`src/rtl/drum_step_sequencer.sv`:
```
// Tempo-driven drum step sequencer: walks a per-voice on/off pattern at a
// programmable step period and emits fixed-width trigger pulses per voice.
module drum_step_sequencer #(
    parameter int NUM_VOICES  = 4,
    parameter int NUM_STEPS   = 16,
    parameter int TRIG_CYCLES = 1000,
    parameter int MIN_PERIOD  = 2
) (
    input  logic                          clk,
    input  logic                          rst,
    input  logic                          play,
    input  logic [31:0]                   step_period,
    input  logic                          wr_en,
    input  logic [$clog2(NUM_VOICES)-1:0] wr_voice,
    input  logic [$clog2(NUM_STEPS)-1:0]  wr_step,
    input  logic                          wr_data,
    output logic                          running,
    output logic                          step_tick,
    output logic [$clog2(NUM_STEPS)-1:0]  step_idx,
    output logic [NUM_VOICES-1:0]         trig
);

    localparam int SW = $clog2(NUM_STEPS);
    localparam int TW = $clog2(TRIG_CYCLES + 1);
    localparam logic [31:0]   MIN_P     = 32'(MIN_PERIOD);
    localparam logic [TW-1:0] TRIG_LOAD = TW'(TRIG_CYCLES);

    typedef enum logic {IDLE, RUN} state_t;

    state_t state, state_next;

    logic [31:0]          period_cnt;
    logic [31:0]          period_q;
    logic [31:0]          period_new;
    logic [31:0]          period_cur;
    logic [SW-1:0]        step_q;
    logic [NUM_STEPS-1:0] pattern [NUM_VOICES];
    logic [TW-1:0]        trig_cnt [NUM_VOICES];
    logic                 active;
    logic                 tick;
    logic                 wrap;

    always_ff @(posedge clk) begin
        if (rst) begin
            state <= IDLE;
        end else begin
            state <= state_next;
        end
    end

    always_comb begin
        state_next = state;
        case (state)
            IDLE: if (play)  state_next = RUN;
            RUN:  if (!play) state_next = IDLE;
            default: state_next = IDLE;
        endcase
    end

    always_comb begin
        running   = (state == RUN);
        step_tick = (state == RUN) && (period_cnt == 32'd0);
        step_idx  = step_q;
        trig      = '0;
        for (int v = 0; v < NUM_VOICES; v++) begin
            trig[v] = (trig_cnt[v] != '0);
        end
    end

    // The step just starting uses the freshly clamped period; later cycles of
    // that step use the latched copy so mid-step period changes are ignored.
    always_comb begin
        active     = (state == RUN) && play;
        tick       = (state == RUN) && (period_cnt == 32'd0);
        period_new = (step_period < MIN_P) ? MIN_P : step_period;
        period_cur = tick ? period_new : period_q;
        wrap       = (period_cnt == period_cur - 32'd1);
    end

    always_ff @(posedge clk) begin
        if (rst) begin
            period_cnt <= 32'd0;
            period_q   <= MIN_P;
            step_q     <= '0;
        end else if (active) begin
            if (tick) begin
                period_q <= period_new;
            end
            if (wrap) begin
                period_cnt <= 32'd0;
                step_q     <= step_q + 1'b1;
            end else begin
                period_cnt <= period_cnt + 32'd1;
            end
        end else begin
            period_cnt <= 32'd0;
            step_q     <= '0;
        end
    end

    // Stopping clears the pulse counters so no trigger tail survives a stop.
    always_ff @(posedge clk) begin
        if (rst) begin
            for (int v = 0; v < NUM_VOICES; v++) begin
                trig_cnt[v] <= '0;
            end
        end else begin
            for (int v = 0; v < NUM_VOICES; v++) begin
                if (!active) begin
                    trig_cnt[v] <= '0;
                end else if (tick && pattern[v][step_q]) begin
                    trig_cnt[v] <= TRIG_LOAD;
                end else if (trig_cnt[v] != '0) begin
                    trig_cnt[v] <= trig_cnt[v] - 1'b1;
                end
            end
        end
    end

    always_ff @(posedge clk) begin
        if (rst) begin
            for (int v = 0; v < NUM_VOICES; v++) begin
                pattern[v] <= '0;
            end
        end else if (wr_en && (int'(wr_voice) < NUM_VOICES)) begin
            pattern[wr_voice][wr_step] <= wr_data;
        end
    end

endmodule

```
`config.mk`:
```
export PLATFORM = sky130hd
export DESIGN_NAME = drum_step_sequencer
export DESIGN_NICKNAME = d
export VERILOG_FILES = /design/src/rtl/drum_step_sequencer.sv
export SDC_FILE = /design/constraint.sdc
export NUM_CORES = 1
export LEC_CHECK = 0
export ABC_AREA = 1
export BUFFER_PORTS_ARGS = -buffer_cell sky130_fd_sc_hd__buf_2
export CORE_MARGIN = 2
export CORE_UTILIZATION = 45
export CTS_CLUSTER_DIAMETER = 30
export DETAILED_ROUTE_END_ITERATION = 8
export PLACE_DENSITY = 0.66
export SETUP_SLACK_MARGIN = 0.15
export SLEW_MARGIN = 15
export SYNTH_ARGS = -nofsm -noshare
export SYNTH_HDL_FRONTEND = slang
export SYNTH_SLANG_ARGS = --single-unit
```
`constraint.sdc`:
```
create_clock -name clk -period 9.4 [get_ports clk]
set_input_delay 1.41 -clock clk [delete_from_list [all_inputs] [get_ports clk]]
set_output_delay 1.41 -clock clk [all_outputs]
set_load 0.02 [all_outputs]
```
==> flow_summary.toml <==
[timing]
layout_min_cycle_time_ns = 4.41
fin_skew_ns = 0.0142
whs_ns = 0.466
fin_crit_sh = 0.469
rsz0062_at_grt = "no"
max-slew-margin-rel = 0.336
final_max_slew_viol_count = 0
tightest_slew_ns = 0.984
finalWorstSetupSlack_ns = 4.99
fmax_mhz = 227
finalHoldViolCount = 0
fin_tns_setup_ns = 0
finalSetupViolCount = 0

[synthesis]
syn_nets = 1682
syn-cell-area_sq_um = 11600
synth.distinct_cells = 53
synth_area_leaders = "edfxtp_1 27%, nand2_1 17%, dfxtp_1 12%, nor2_1 7.5%, inv_1 5.3%"
yosysMostFrequentCell = "nand2_1"
yosysTopAreaCell = "edfxtp_1"
synthTopCellsByCount = "510 x nand2_1, 230 x nor2_1, 163 x inv_1"
async_flop_share = 0
synth_cells = 1627
synthFlopType = "edfxtp_1"
avgSynthCellArea_sq_um = 7.12
ys_ff_latch = 173
synth_seq_area_share = 0.389
yosys.area.top_type_share = 0.270
synth_warnings = 0
synth-edff-count = 104

[placement]
place_worst_setup_slack_ns = 4.59
port_buffers = 52
gp_congestion = 0.904
place_hpwl_um = 22400
numPlacedInstances = 1969

[die]
die_area_sq_um = 27000
die_w_um = 164
initial_core_util = 0.459
num_rows = 58
die_h_um = 164
io_pins = 53
core_area_sq_um = 25300

[power]
peakVddDrop_mv = 0.108
total_leakage_power_nw = 5.61
powerDensity_nw_per_um2 = 152

[setup_path]
critical_path.cell_chain = "inv_1, ha_1, nand3_1, nor2_1, nand2_1, nor2_4, nand3_4, nand2_4, ha_1, nand3_1, nor2_1, nand2_2, nor2_4, nand3_1, nand2_1, inv_1, nor2_1, nand4_1, nor2_1, nand2_4, nand2_4, nor3_1"
max_stage_delay_ns = 0.75
path_delay_family = "simple AND/OR/NAND/NOR gates"
end_kind = "register"
crit_type = "reg -> reg"
cpMaxStageDelayCell = "nor2_4"
worstPathMaxFanout = 34
critPathRequiredTime_ns = 9.71
start_kind = "register"
cp_common_cell = "nor2_1"
critPathBufInv = 2
cp_data_arrival_time_ns = 4.72

[min_path]
min_path_type = "reg -> reg"

[detailed_routing]
drt_iter0_markers = 935
wl_per_cell_um = 15.2
drcViolationCount = 0
detail_route.first_pass.iterations = 6
via_per_inst = 5.23
vias = 10500
ant_nets = 0
wl_um = 30400

[clocking]
clkTransAtPathRegs_ns = 0.07
cts_tree = "built"
clk_latency_ns = 0.45
cts_resized = 0
htree_levels = 4
cts_inserted_buffers = 17
cts.path.max_buffers = 2
clockRootBuffer = "clkbuf_16"
cts.sinks = 173
postCtsSetupRepairBufs = 0
cts_hold_buf = 0

[finish]
fillerInstances = 2542
area_growth_pct = 8.92
drive_above_1_share = 0.132
instances_no_fill = 2002
nets = 1713

[grt]
grt_pass1_vias = 9727
grt_max_degree = 70
gr-total-overflow = 0
grt_first_pass_wirelength_um = 49700
grt_usage = 0.234
antenna_found_initial = 0

[status]
outcome = "completed"

[run]
cap_violations = 0
==> tightest hold or removal path, stage by stage (launching register included) <==
cell	delay, ns
dfxtp_1	0.33
nand2_1	0.05
o21ai_0	0.05
==> state kept, by name, summed over array words and instances, names as in the netlist <==
signal	count
trig_cnt	40
step_idx	4
pattern	64
period_cnt	32
running	1
period_q	32
==> routing by layer <==
| metal | vias up | wire, um | share of wire | track usage |
|---|---|---|---|---|
| li1 | 5319 | - | - | - |
| met1 | 4807 | 14800 | 0.49 | 0.344 |
| met2 | 311 | 13300 | 0.44 | 0.363 |
| met3 | 32 | 1850 | 0.061 | 0.0286 |
| met4 | 0 | 525 | 0.017 | 0.0652 |
| met5 | - | 0 | 0 | 0 |
==> logic make-up (layout without fill, tap and decap cells) <==
logic type | after synthesis | after routing | synth area share
DFF | 173 | 173 | 0.389
adders and majority gates | 12 | 12 | 0.0130
AOI/OAI and AO/OA | 148 | 148 | 0.0772
buffers and inverters | 238 | 282 | 0.0865
xor gates and xnor gates | 55 | 55 | 0.0416
other | 0 | 1 | 0
and+or+nand+nor | 1001 | 1001 | 0.393
==> area by class of cell <==
type	count	area (sq um)	area share
multi-input cells	1216	6090	0.482
flip-flops and latches	173	4500	0.357
inverters	189	714	0.0566
clock buffers	17	425	0.0337
well taps	330	413	0.0327
repair buffers	61	328	0.0260
clock inverters	15	144	0.0114
diodes	1	2.50	0.000198
==> stage by stage <==
stage	total power [W]	cell area, sq um	utilization
global route	0.00200	12600	0.500
global placement	0.00122	12000	0.477
finish	0.00191	12600	0.500
CTS	0.00192	12600	0.499
floorplan	0.00114	11600	-
detailed placement	0.00122	12000	0.477
==> worst paths after layout <==
path | startpoint | to | slack (ns) | cells past startpoint
max reg2reg | period_cnt[0] | period_cnt[30] | 4.99 | 22
min | period_q[2] | period_q[2] | 0.47 | 2
min reg2reg | period_q[2] | period_q[2] | 0.47 | 2
max | period_cnt[0] | period_cnt[30] | 4.99 | 22
==> report_power, final <==
group          switching (W)  internal [W]  total [W]  leakage, nW
registers          0.0000175      0.000839   0.000857         1.65
clock network       0.000351      0.000354   0.000705        0.282
logic               0.000232      0.000118   0.000350         3.68
==> placed cells by master (no fill, tap or decap), types with 9 or more instances in the layout <==
master and n:
xor2_1 41, ha_1 12, o22ai_1 23, clkbuf_16 17
buf_2 52, nor3_1 27, nor2_2 19, nand3b_1 16
nand4_1 28, inv_1 163, edfxtp_1 104, inv_2 19
nand2_2 28, a21oi_1 52, nand3_1 77, nor3_2 17
nor2_4 14, dfxtp_1 69, xnor2_1 14, buf_4 9
nand2_4 9, a221oi_1 11, o21ai_0 32, nand2_1 510
nor2_1 230
No activity file was read; power rests on OpenSTA's default activity.
